<file path="src/rtl/arbitro_memoria_dados_if.sv">
// ----------------------------------------------------------------------------
// arbitro_memoria_dados_if
//
// Bundles every bus signal around the data-memory arbiter. Clock and reset
// are not part of the bundle and stay plain ports on the arbiter.
//
//   Port 0 (CPU load/store) and port 1 (I/O / loader), each with:
//     reqN    requester -> arbiter  request, held until ackN
//     weN     requester -> arbiter  1 = write, 0 = read
//     addrN   requester -> arbiter  word address
//     wdataN  requester -> arbiter  write data
//     ackN    arbiter -> requester  one-cycle completion pulse
//     rdataN  arbiter -> requester  read data, valid with ackN, then held
//   Memory side:
//     mem_data, mem_read_addr, mem_write_addr, mem_we  arbiter -> memory
//     mem_q                                            memory -> arbiter
//   Status:
//     busy    arbiter is not idle
//     owner   port currently or most recently granted
//
// Modports: slave = arbiter view, master = requester/memory environment view.
// ----------------------------------------------------------------------------
interface arbitro_memoria_dados_if #(
    parameter int DATA_WIDTH = 32,
    parameter int ADDR_WIDTH = 15
);
    logic                  req0;
    logic                  we0;
    logic [ADDR_WIDTH-1:0] addr0;
    logic [DATA_WIDTH-1:0] wdata0;
    logic                  ack0;
    logic [DATA_WIDTH-1:0] rdata0;

    logic                  req1;
    logic                  we1;
    logic [ADDR_WIDTH-1:0] addr1;
    logic [DATA_WIDTH-1:0] wdata1;
    logic                  ack1;
    logic [DATA_WIDTH-1:0] rdata1;

    logic [DATA_WIDTH-1:0] mem_data;
    logic [ADDR_WIDTH-1:0] mem_read_addr;
    logic [ADDR_WIDTH-1:0] mem_write_addr;
    logic                  mem_we;
    logic [DATA_WIDTH-1:0] mem_q;

    logic                  busy;
    logic                  owner;

    modport slave (
        input  req0, we0, addr0, wdata0,
        input  req1, we1, addr1, wdata1,
        input  mem_q,
        output ack0, rdata0, ack1, rdata1,
        output mem_data, mem_read_addr, mem_write_addr, mem_we,
        output busy, owner
    );

    modport master (
        output req0, we0, addr0, wdata0,
        output req1, we1, addr1, wdata1,
        output mem_q,
        input  ack0, rdata0, ack1, rdata1,
        input  mem_data, mem_read_addr, mem_write_addr, mem_we,
        input  busy, owner
    );
endinterface

</file>
<file path="src/rtl/arbitro_memoria_dados.sv">
// ----------------------------------------------------------------------------
// arbitro_memoria_dados
//
// Two-requester round-robin arbiter and access sequencer for a single-clock
// data memory with a registered (1-cycle latency) read port. One access is
// in flight at a time; each access walks IDLE -> ACCESS -> CAPTURE -> ACK.
//
// Ports:
//   clock  system clock (the memory is clocked by the same net externally)
//   reset  synchronous, active-low reset
//   bus    arbitro_memoria_dados_if.slave: both requester handshakes, the
//          memory address/data/we/q set, and busy/owner status
// ----------------------------------------------------------------------------
module arbitro_memoria_dados #(
    parameter int DATA_WIDTH = 32,
    parameter int ADDR_WIDTH = 15
) (
    input  logic                    clock,
    input  logic                    reset,
    arbitro_memoria_dados_if.slave  bus
);

    typedef enum logic [1:0] {
        IDLE    = 2'd0,
        ACCESS  = 2'd1,
        CAPTURE = 2'd2,
        ACK     = 2'd3
    } state_t;

    state_t                state;
    state_t                next_state;

    logic                  grant;
    logic                  grant_port;

    logic                  owner;
    logic                  lat_we;
    logic [ADDR_WIDTH-1:0] lat_addr;
    logic [DATA_WIDTH-1:0] lat_wdata;

    logic                  ack0;
    logic                  ack1;
    logic [DATA_WIDTH-1:0] rdata0;
    logic [DATA_WIDTH-1:0] rdata1;

    // ------------------------------------------------------------------------
    // State register
    // ------------------------------------------------------------------------
    always_ff @(posedge clock) begin
        // NOTE: sequential state is assigned with <= so every flop samples
        // the pre-edge values, independent of block ordering.
        if (!reset) begin
            state <= IDLE;
        end else begin
            state <= next_state;
        end
    end

    // ------------------------------------------------------------------------
    // Next-state and grant decision
    // ------------------------------------------------------------------------
    always_comb begin
        // NOTE: every output of this block gets a default first, so no path
        // leaves a variable unassigned and no latch is inferred.
        next_state = state;
        grant      = 1'b0;
        grant_port = 1'b0;

        case (state)
            IDLE: begin
                if (bus.req0 && bus.req1) begin
                    // Contention: the port that did not win last time goes.
                    grant      = 1'b1;
                    grant_port = ~owner;
                end else if (bus.req0) begin
                    grant      = 1'b1;
                    grant_port = 1'b0;
                end else if (bus.req1) begin
                    grant      = 1'b1;
                    grant_port = 1'b1;
                end
                if (grant) begin
                    next_state = ACCESS;
                end
            end
            ACCESS:  next_state = CAPTURE;
            CAPTURE: next_state = ACK;
            ACK:     next_state = IDLE;   // requests are ignored here
            default: next_state = IDLE;
        endcase
    end

    // ------------------------------------------------------------------------
    // Latched access, ownership, acks and read-data return
    // ------------------------------------------------------------------------
    always_ff @(posedge clock) begin
        if (!reset) begin
            owner     <= 1'b1;            // port 0 wins the first contention
            lat_we    <= 1'b0;
            lat_addr  <= '0;
            lat_wdata <= '0;
            ack0      <= 1'b0;
            ack1      <= 1'b0;
            rdata0    <= '0;
            rdata1    <= '0;
        end else begin
            if (grant) begin
                owner     <= grant_port;
                lat_we    <= grant_port ? bus.we1    : bus.we0;
                lat_addr  <= grant_port ? bus.addr1  : bus.addr0;
                lat_wdata <= grant_port ? bus.wdata1 : bus.wdata0;
            end

            case (state)
                CAPTURE: begin
                    // mem_q now holds the word addressed during ACCESS.
                    if (!lat_we) begin
                        if (owner) begin
                            rdata1 <= bus.mem_q;
                        end else begin
                            rdata0 <= bus.mem_q;
                        end
                    end
                    if (owner) begin
                        ack1 <= 1'b1;
                    end else begin
                        ack0 <= 1'b1;
                    end
                end
                ACK: begin
                    ack0 <= 1'b0;
                    ack1 <= 1'b0;
                end
                default: ;
            endcase
        end
    end

    // ------------------------------------------------------------------------
    // Outputs
    // ------------------------------------------------------------------------
    // The write strobe also looks at reset directly so that asserting reset
    // during ACCESS blocks the write at that very edge, before the state
    // register has had a chance to leave ACCESS.
    assign bus.mem_we         = (state == ACCESS) & lat_we & reset;
    assign bus.mem_data       = lat_wdata;
    assign bus.mem_read_addr  = lat_addr;
    assign bus.mem_write_addr = lat_addr;

    assign bus.ack0   = ack0;
    assign bus.ack1   = ack1;
    assign bus.rdata0 = rdata0;
    assign bus.rdata1 = rdata1;
    assign bus.busy   = (state != IDLE);
    assign bus.owner  = owner;

endmodule

</file>
<file path="src/flat_wrapper.sv">
// flat-port wrapper written by rule: the top's interface ports become plain ports
module arbitro_memoria_dados_flat 
#(
    parameter int DATA_WIDTH = 32,
    parameter int ADDR_WIDTH = 15
)
  (clock, reset, bus_req0, bus_we0, bus_addr0, bus_wdata0, bus_req1, bus_we1, bus_addr1, bus_wdata1, bus_mem_q, bus_ack0, bus_rdata0, bus_ack1, bus_rdata1, bus_mem_data, bus_mem_read_addr, bus_mem_write_addr, bus_mem_we, bus_busy, bus_owner);
  arbitro_memoria_dados_if #(.DATA_WIDTH(DATA_WIDTH), .ADDR_WIDTH(ADDR_WIDTH)) bus_i ();
  input  logic clock;
  input  logic reset;
  input wire logic [$bits(bus_i.req0)-1:0] bus_req0;
  input wire logic [$bits(bus_i.we0)-1:0] bus_we0;
  input wire logic [$bits(bus_i.addr0)-1:0] bus_addr0;
  input wire logic [$bits(bus_i.wdata0)-1:0] bus_wdata0;
  input wire logic [$bits(bus_i.req1)-1:0] bus_req1;
  input wire logic [$bits(bus_i.we1)-1:0] bus_we1;
  input wire logic [$bits(bus_i.addr1)-1:0] bus_addr1;
  input wire logic [$bits(bus_i.wdata1)-1:0] bus_wdata1;
  input wire logic [$bits(bus_i.mem_q)-1:0] bus_mem_q;
  output wire logic [$bits(bus_i.ack0)-1:0] bus_ack0;
  output wire logic [$bits(bus_i.rdata0)-1:0] bus_rdata0;
  output wire logic [$bits(bus_i.ack1)-1:0] bus_ack1;
  output wire logic [$bits(bus_i.rdata1)-1:0] bus_rdata1;
  output wire logic [$bits(bus_i.mem_data)-1:0] bus_mem_data;
  output wire logic [$bits(bus_i.mem_read_addr)-1:0] bus_mem_read_addr;
  output wire logic [$bits(bus_i.mem_write_addr)-1:0] bus_mem_write_addr;
  output wire logic [$bits(bus_i.mem_we)-1:0] bus_mem_we;
  output wire logic [$bits(bus_i.busy)-1:0] bus_busy;
  output wire logic [$bits(bus_i.owner)-1:0] bus_owner;
  assign bus_i.req0 = bus_req0;
  assign bus_i.we0 = bus_we0;
  assign bus_i.addr0 = bus_addr0;
  assign bus_i.wdata0 = bus_wdata0;
  assign bus_i.req1 = bus_req1;
  assign bus_i.we1 = bus_we1;
  assign bus_i.addr1 = bus_addr1;
  assign bus_i.wdata1 = bus_wdata1;
  assign bus_i.mem_q = bus_mem_q;
  assign bus_ack0 = bus_i.ack0;
  assign bus_rdata0 = bus_i.rdata0;
  assign bus_ack1 = bus_i.ack1;
  assign bus_rdata1 = bus_i.rdata1;
  assign bus_mem_data = bus_i.mem_data;
  assign bus_mem_read_addr = bus_i.mem_read_addr;
  assign bus_mem_write_addr = bus_i.mem_write_addr;
  assign bus_mem_we = bus_i.mem_we;
  assign bus_busy = bus_i.busy;
  assign bus_owner = bus_i.owner;
  arbitro_memoria_dados #(.DATA_WIDTH(DATA_WIDTH), .ADDR_WIDTH(ADDR_WIDTH)) u_core (.clock(clock), .reset(reset), .bus(bus_i));
endmodule
</file>
<file path="config.mk">
export PLATFORM = sky130hd
export DESIGN_NAME = arbitro_memoria_dados_flat
export DESIGN_NICKNAME = d
export VERILOG_FILES = /design/src/rtl/arbitro_memoria_dados_if.sv /design/src/rtl/arbitro_memoria_dados.sv /design/src/flat_wrapper.sv
export SDC_FILE = /design/constraint.sdc
export NUM_CORES = 1
export LEC_CHECK = 0
export CAP_MARGIN = 20
export CORE_ASPECT_RATIO = 0.5
export CORE_UTILIZATION = 44
export CTS_CLUSTER_DIAMETER = 120
export DETAILED_ROUTE_END_ITERATION = 12
export PLACE_DENSITY = 0.95
export SETUP_SLACK_MARGIN = 0.05
export SLEW_MARGIN = 20
export SYNTH_ARGS = -nofsm -noshare
export SYNTH_HDL_FRONTEND = slang
export SYNTH_SLANG_ARGS = --single-unit
</file>
<file path="constraint.sdc">
create_clock -name clock -period 3.97 [get_ports clock]
set_clock_uncertainty 0.2 [all_clocks]
set_input_delay 0.794 -clock clock [delete_from_list [all_inputs] [get_ports clock]]
set_output_delay 0.794 -clock clock [all_outputs]
set_load 0.1 [all_outputs]
</file>
==> results of run 1 <==
## layer usage
| metal | GRT usage, % | part of all wire [%] | vias to the layer above |
|---|---|---|---|
| met1 | 28.7 | 42 | 2566 |
| met4 | 10.3 | 2.1 | 0 |
| met5 | 0 | 0 | - |
| met2 | 46.3 | 52 | 182 |
| met3 | 4.49 | 4.1 | 32 |
| li1 | - | - | 2534 |
## placed cells by master, fill, tap and decap left out, types with 2 or more instances in the layout
master           instances
nand2_1                131
clkdlybuf4s50_1        257
nor2_1                   3
o211a_1                 49
ha_1                     4
or3b_1                   2
dfxtp_1                116
clkinv_4                 3
clkinv_2                 2
inv_1                   52
o2111ai_1               48
a21boi_1                45
bufinv_16                2
inv_8                    2
buf_4                   13
o21a_1                  50
inv_6                    5
a21boi_0                21
clkbuf_16               17
## power by group through the flow
stage	sequential (mW)	clock (mW)	combinational, mW
global placement	1.64	0	4.00
CTS	1.63	1.57	4.07
floorplan	3.42	0	1.44
global route	1.66	1.63	4.20
finish	1.63	1.55	4.06
detailed placement	1.65	0	4.06
## flip-flops by register name, summed over array words and instances, names as in the netlist
signal	count
u_core.bus.mem_read_addr	15
u_core.bus.ack0	1
u_core.bus.owner	1
u_core.bus.rdata0	32
u_core.bus.mem_data	32
u_core.lat_we	1
u_core.state	2
u_core.bus.ack1	1
u_core.bus.rdata1	32
## worst register-to-register path, delay by kind of cell (launching register included)
| family | cells | cell delay (ps) |
|---|---|---|
| fa+ha+maj | 1 | 230 |
| compound gates | 3 | 910 |
| buf+inv | 2 | 470 |
| flops | 1 | 350 |
## stage by stage
step,total power [mW],utilization (%),instance area [um2],setup WS (ps),std cells
2_1_floorplan,4.85,-,5420,1000,609
3_5_place_dp,5.71,66.3,7900,871,971
3_3_place_gp,5.64,66.3,7900,923,971
5_1_grt,7.50,71.3,8500,955,1003
6_report,7.24,71.3,8500,1030,1003
4_1_cts,7.27,71.3,8500,1030,1003
## cells by family after synthesis
| logic type | after synthesis | share of synthesized area (%) |
|---|---|---|
| compound gates | 214 | 33.0 |
| fa+ha+maj | 5 | 1.15 |
| flops | 117 | 43.2 |
| mux | 1 | 0.185 |
| simple gates | 145 | 10.9 |
| buf+inv | 127 | 11.5 |
## final cells by class
| type | instances | area (um2) |
|---|---|---|
| timing repair buffer | 272 | 2700 |
| inverter | 52 | 195 |
| multi-input combinational | 365 | 2460 |
| fill | 863 | 3410 |
| clock buffer | 17 | 425 |
| tap | 165 | 206 |
| sequential | 117 | 2340 |
| clock inverter | 15 | 170 |
## worst paths after layout
path,startpoint,to,slack (ps),cells after the start
setup / recovery,u_core.bus.mem_read_addr[5],bus_mem_write_addr[5],1030,1
hold / removal,u_core.bus.rdata1[2],u_core.bus.rdata1[2],250,2
setup reg to reg,u_core.state[1],u_core.bus.mem_data[15],1770,6
hold reg to reg,u_core.bus.rdata1[2],u_core.bus.rdata1[2],250,2
==> out/qor.yml, run 1 <==
status: "finished clean"
vias: 5314
pwr-share-seq_pct: 22.5
crit_buf_inv: 1
crit_family: "buffers and inverters"
finalSetupTns_ps: 0
p_sw_mw: 3.85
max-slew-margin-rel_pct: 29.3
slowest_delay_ps: 1160
yosysTopAreaCellShare_pct: 43.2
path_max_fanout: 3
required_ps: 2980
clock_sinks: 117
ant_nets: 0
cts_tree: "yes"
syn_nets: 746
worst_ir_drop_vdd_uv: 688
diodes: 0
start_util_pct: 45.5
grt_antenna_before_repair: 0
gp_congestion: 0.790
start_kind: "register"
swShare_pct: 53.2
worst_pin_slew_ps: 1060
routed_wirelength_mm: 16.4
cts-buffers-inserted: 17
clock_tree.buffer_depth: 2
cts.repair.resized: 0
syn2layout_area_growth_pct: 56.8
comb_power_share_pct: 56.1
die_w_um: 159
grt_max_degree: 118
crit_type: "reg2out"
syn_area_mm2: 0.00542
core_area_mm2: 0.0119
drtPass1Iterations: 5
finalCriticalPeriod_ps: 2940
max_freq_ghz: 0.340
synthArstFlopShare_pct: 0
p_int_mw: 3.39
finalCritPeriodShare_pct: 74.1
fin_hold_ws_ps: 251
dieArea_mm2: 0.0128
rsz0062_at_grt: "false"
io_pins: 263
overflow: 0
netlist_top_cells_count: "nand2_1 (131), dfxtp_1 (117), inv_1 (52), o21a_1 (51), o211a_1 (49)"
crit_slowest_cell: "clkdlybuf4s50_1"
clk_pin_slew_ps: 60
p_leak_nw: 3.50
p_per_area_mw_per_mm2: 852
setup_violations: 0
synth_edf_count: 0
track_usage_pct: 24.9
yosysMostFrequentCell: "nand2_1"
crit_arrival_ps: 1950
endpoint_kind: "output port"
yosys_warnings: 0
synth_seq_cells: 117
hp-class: "reg2reg"
nets: 962
seq_area_frac_synth_pct: 43.2
drt_iter0_markers: 399
wl_per_cell_um: 16.3
postSynthCellCount: 609
grt_pass1_wl_mm: 25.3
path_cells: "clkdlybuf4s50_1"
cap_violations: 0
dpl.hpwl_mm: 10.7
drc: 0
h-tree-depth: 4
slew_violations: 0
drive_gt1_share_pct: 6.21
cts.hold.buffers_added: 0
port_buffers: 262
rows: 28
synth_area_leader_cell: "dfxtp_1"
netlist_top_cells_area: "dfxtp_1 (43%), nand2_1 (9.1%), o211a_1 (9.0%)"
insertion_delay_ps: 400
synthDistinctLibCells: 24
grt_pass1_vias: 5141
finalHoldViolCount: 0
pwr-share-clk_pct: 21.4
avgSynthCellArea_um2: 8.90
via_per_inst: 5.30
cts-root-buf: "clkbuf_16"
dieHeight_um: 80.5
post-cts-setup-buffers: 0
yosys_most_used_dff: "dfxtp_1"
No activity file was read; power rests on OpenSTA's default activity.
==> inputs of run 2 (changes only) <==
- CORE_UTILIZATION: 44 -> 37
- PLACE_DENSITY: 0.95 -> 0.88
- clock period: 3.97 -> 2.5 ns (I/O delays scaled with it)
==> out/qor.yml, run 2 (synthesis results as in run 1) <==
insertion_delay_ps: 390
n_fill_cell: 1198
post-cts-setup-buffers: 0
cts_tree: "yes"
worst_pin_slew_ps: 512
h-tree-depth: 4
clock_sinks: 117
p_leak_nw: 3.77
track_usage_pct: 20.9
nets: 968
setup_violations: 0
layout_common_cells: "buf_4 (144), nand2_1 (131), clkdlybuf4s50_1 (129)"
path_cells: "inv_1, ha_2, inv_1, buf_12"
cts.hold.buffers_added: 0
vias: 5237
start_util_pct: 38.9
cts-root-buf: "clkbuf_16"
rows: 30
core_area_mm2: 0.0139
io_pins: 263
drive_gt1_share_pct: 22.0
rsz0062_at_grt: "false"
holdPathEnd: "u_core.bus.rdata0[10]"
worst_ir_drop_vdd_uv: 911
dpl.hpwl_mm: 11.2
endpoint_kind: "output port"
port_buffers: 262
r2r-end: "u_core.bus.mem_read_addr[4]"
slowest_delay_ps: 350
finalCriticalPeriod_ps: 2200
via_per_inst: 5.06
finalSetupTns_ps: 0
hp-class: "reg2reg"
cap_violations: 0
final_common_cell: "buf_4"
drtPass1Iterations: 4
path_common_cell: "inv_1"
grt_max_degree: 118
diodes: 0
finalHoldViolCount: 0
path_max_fanout: 13
crit_start: "u_core.state[1]"
crit_buf_inv: 3
drc: 0
crit_arrival_ps: 1500
finalCritPeriodShare_pct: 88.0
r2r-start: "u_core.state[1]"
crit_type: "reg2out"
min_from: "u_core.bus.rdata0[10]"
crit_family: "buffers and inverters"
wl_per_cell_um: 15.6
grt_antenna_before_repair: 0
hold_depth: 2
clock_tree.buffer_depth: 2
gp_congestion: 0.790
routed_wirelength_mm: 16.1
status: "finished clean"
ant_nets: 0
cts.repair.resized: 0
max-slew-margin-rel_pct: 65.9
cts-buffers-inserted: 17
syn2layout_area_growth_pct: 52.9
dieHeight_um: 87.6
grt_pass1_wl_mm: 25.3
die_w_um: 173
max_freq_ghz: 0.455
dieArea_mm2: 0.0152
p_per_area_mw_per_mm2: 1370
slew_violations: 0
regToRegSetupSlack_ps: 560
drt_iter0_markers: 199
overflow: 0
grt_pass1_vias: 5239
clk_pin_slew_ps: 60
required_ps: 1800
crit_slowest_cell: "ha_2"
reg2reg_depth: 5
start_kind: "register"
postLayoutCoreUtil_pct: 59.5
## run 2: cell count changes in the layout (fill, tap and decap cells not counted)
cell	before	now
clkdlybuf4s50_1	257	129
buf_4	13	144
inv_6	5	8
buf_12	1	4
inv_8	2	0
clkinv_4	3	2
## run 2: worst max-delay path by stage
| stage | cells past startpoint | to | slack [ps] |
|---|---|---|---|
| 4_1_cts | 4 | bus_busy | 270 |
| 5_1_grt | 4 | bus_busy | 190 |
| 3_5_place_dp | 5 | u_core.bus.mem_read_addr[12] | 360 |
| 2_1_floorplan | 3 | bus_mem_we | 120 |
| 3_3_place_gp | 4 | u_core.bus.mem_data[18] | 410 |
| 6_report | 4 | bus_busy | 300 |
## run 2: metal layers
metal	track usage (%)	share of wire, %	wire length, um	vias up
met5	0	0	0	-
met4	9.49	3.2	520	0
met3	4.56	3.3	536	38
met2	38.4	52	8410	169
met1	23.8	41	6660	2485
li1	-	-	-	2545
## run 2: cell type report
type	count	area (um2)	share of cell area, %
flip-flops and latches	117	2340	28.3
repair buffers	278	2460	29.6
clock buffers	17	425	5.13
clock inverters	15	165	1.99
multi-input cells	365	2460	29.7
well taps	192	240	2.90
inverters	52	195	2.35
## run 2: power by group
part / leakage [nW] / internal (mW) / switching (mW)
registers: 0.957 / 2.29 / 0.318
logic: 2.52 / 1.51 / 4.84
clock network: 0.290 / 1.49 / 0.938
total: 3.77 / 5.29 / 6.09
## run 2: stage by stage
| stage | area (um2) | power, mW | setup slack, ps | instances | hold slack, ps |
|---|---|---|---|---|---|
| after detailed placement | 7700 | 9.01 | 357 | 1004 | 247 |
| final | 8290 | 11.4 | 300 | 1036 | 251 |
| after global routing | 8290 | 11.8 | 192 | 1036 | 278 |
| after CTS | 8290 | 11.5 | 268 | 1036 | 255 |
| after global placement | 7700 | 8.92 | 413 | 1004 | 242 |
| after floorplan | 5420 | 7.71 | 119 | 609 | 326 |
## run 2: tightest hold or removal path: cells and delay by family (launching register included)
kind	cells	cell delay (ps)
flip-flops	1	310
AND/OR/NAND/NOR	1	50
AO/OA/AOI/OAI	1	50
==> inputs of run 3 (changes only) <==
- CTS_CLUSTER_SIZE: unset -> 30
==> results of run 3 <==
No change in the layout: final DEF, timing and power equal those of run 2.
==> RTL edit: new RTL, flow settings as in run 2 <==
`ADDR_WIDTH` is set to 15 in 3 places; all go to 13.
--- a/src/rtl/arbitro_memoria_dados_if.sv
+++ b/src/rtl/arbitro_memoria_dados_if.sv
@@ -22,7 +22,7 @@
 // ----------------------------------------------------------------------------
 interface arbitro_memoria_dados_if #(
     parameter int DATA_WIDTH = 32,
-    parameter int ADDR_WIDTH = 15
+    parameter int ADDR_WIDTH = 13
 );
     logic                  req0;
     logic                  we0;
--- a/src/rtl/arbitro_memoria_dados.sv
+++ b/src/rtl/arbitro_memoria_dados.sv
@@ -13,7 +13,7 @@
 // ----------------------------------------------------------------------------
 module arbitro_memoria_dados #(
     parameter int DATA_WIDTH = 32,
-    parameter int ADDR_WIDTH = 15
+    parameter int ADDR_WIDTH = 13
 ) (
     input  logic                    clock,
     input  logic                    reset,
--- a/src/flat_wrapper.sv
+++ b/src/flat_wrapper.sv
@@ -2,7 +2,7 @@
 module arbitro_memoria_dados_flat 
 #(
     parameter int DATA_WIDTH = 32,
-    parameter int ADDR_WIDTH = 15
+    parameter int ADDR_WIDTH = 13
 )
   (clock, reset, bus_req0, bus_we0, bus_addr0, bus_wdata0, bus_req1, bus_we1, bus_addr1, bus_wdata1, bus_mem_q, bus_ack0, bus_rdata0, bus_ack1, bus_rdata1, bus_mem_data, bus_mem_read_addr, bus_mem_write_addr, bus_mem_we, bus_busy, bus_owner);
   arbitro_memoria_dados_if #(.DATA_WIDTH(DATA_WIDTH), .ADDR_WIDTH(ADDR_WIDTH)) bus_i ();
Ports: changed (resized bus_addr0, bus_addr1, bus_mem_read_addr and bus_mem_write_addr); port bits go from 263 to 255. No check against the original RTL was run, so the function may have changed too.
==> RTL edit against run 2 <==
  * First-iteration DRC count fell by 3.0%
  * Utilization fell by 0.35 points
  * Largest power group unchanged
  * Largest cell class unchanged
  * Count of clock-buffer cells in the layout did not move
  * Sequential power fell by 2%
  * Area after synthesis fell by 3.0%
  * Setup slack improved by 80 ps
  * Total power fell by 2.5%
  * Register-to-register slack improved by 50 ps
  * Wire length fell by 3.0%
  * Sequential cell count fell by 2
  * Critical path type unchanged
  * Design area fell by 2.2%
==> RTL edit: results (changes against run 2) <==
stage	metric	value	unit	change
setup_path	reg2reg_depth	6		+1
synth	synthAdderAreaFrac	1.19	%	+0.036 points
place	place.gp.congestion	0.755		-4.5%
run_status	status	complete, no violations		
cells_and_area	layout-drive-gt1-share	21.9	%	-0.14 points
synth	synthTopCellsByCount	131 x nand2_1, 115 x dfxtp_1, 49 x inv_1, 49 x o21a_1, 47 x o211a_1		
grt	grt.total_usage	21.5	%	+0.61 points
synth	ys_seq_area_share	43.8	%	+0.57 points
synth	syn_nets	727		-2.5%
grt	use_met1	24.5	%	+0.71 points
power	ir_drop	638	uV	-30%
setup_path	worstPathArrival	1420	ps	-80 ps
setup_path	r2r-end	u_core.bus.rdata0[24]		
worst_hold_path	holdPathEnd	u_core.bus.rdata0[21]		
place	portBuffers	254		-3.1%
power	p_leak	3.66	nW	-3.0%
synth	synthMuxAreaShare	0.190	%	+0.0057 points
synth	ys_top_cells_by_area	dfxtp_1 44%, nand2_1 9.4%, o211a_1 8.9%		
worst_hold_path	min_from	u_core.bus.rdata0[21]		
sta	relSlewSlack	39.2	%	-27 points
place	dp_cells	982		-2.2%
setup_path	r2r-start	u_core.state[0]		
detailed_routing	wl_per_cell	15.4	um	-0.89%
synth	synthCells	594		-2.5%
grt	globalRouteMet3Util	3.88	%	-0.68 points
setup_path	critical_path.max_stage_delay	390	ps	+40 ps
setup_path	critical_path.slowest_cell	dfxtp_1		
grt	grt_pass1_vias	5058		-3.5%
==> RTL edit: cell count changes in the layout (fill, tap and decap cells not counted), moves of 2 or more <==
| cell | change |
|---|---|
| clkdlybuf4s50_1 | -4 |
| clkinvlp_4 | +2 |
| o2111ai_1 | -2 |
| dfxtp_1 | -2 |
| o211a_1 | -2 |
| inv_1 | -3 |
| o21a_1 | -2 |
| a21boi_0 | +10 |
| inv_8 | +2 |
| a21boi_1 | -10 |
| inv_6 | -2 |
| buf_4 | -9 |
==> RTL edit: layout make-up <==
cell class,instances,share of cell area (%)
Clock inverter,15,2.11
Inverter,50,2.32
Sequential cell,115,28.4
Clock buffer,17,5.25
Tap cell,192,2.96
Multi-Input combinational cell,359,29.7
Timing Repair Buffer,266,29.2
==> RTL edit: kinds of logic after synthesis <==
logic type / Yosys count
AOI/OAI and AO/OA: 208
and+or+nand+nor: 145
buffers and inverters: 120
DFF: 115
adders and majority gates: 5
muxes: 1
==> RTL edit: stage by stage <==
stage	cell area, um2	power [mW]	utilization, %	hold WS [ps]
finish	8110	11.1	59.2	252
global route	8110	11.5	59.2	268
CTS	8110	11.2	59.2	255
detailed placement	7510	8.70	54.8	247
global placement	7510	8.62	54.8	241
floorplan	5260	7.38	-	326
==> RTL edit: power groups by stage <==
stage,clock network (mW),logic (mW),registers [mW]
2_1_floorplan,0,2.09,5.29
5_1_grt,2.61,6.32,2.61
3_3_place_gp,0,6.05,2.57
6_report,2.45,6.09,2.56
4_1_cts,2.50,6.11,2.56
3_5_place_dp,0,6.10,2.59
==> RTL edit: worst max path at each step <==
stage                               start                           to  cells past startpoint
after floorplan                     reset                   bus_mem_we                      3
after global placement           bus_req1  u_core.bus.mem_read_addr[4]                      4
after detailed placement         bus_req1      u_core.bus.mem_data[23]                      4
after CTS                 u_core.state[0]                     bus_busy                      4
after global routing      u_core.state[0]                     bus_busy                      4
final                     u_core.state[0]                     bus_busy                      4
==> RTL edit: worst register-to-register path: cells and delay by family (launching register included) <==
kind / cells / cell delay (ps)
fa+ha+maj: 1 / 300
buf+inv: 2 / 380
flops: 1 / 340
compound gates: 1 / 70
simple gates: 2 / 500
==> RTL edit: metal layers <==
layer  up-vias  routed length [um]
met1      2444                6580
met4         0                 170
met5         -                   0
met3        13                 718
met2       150                8180
li1       2476                   -
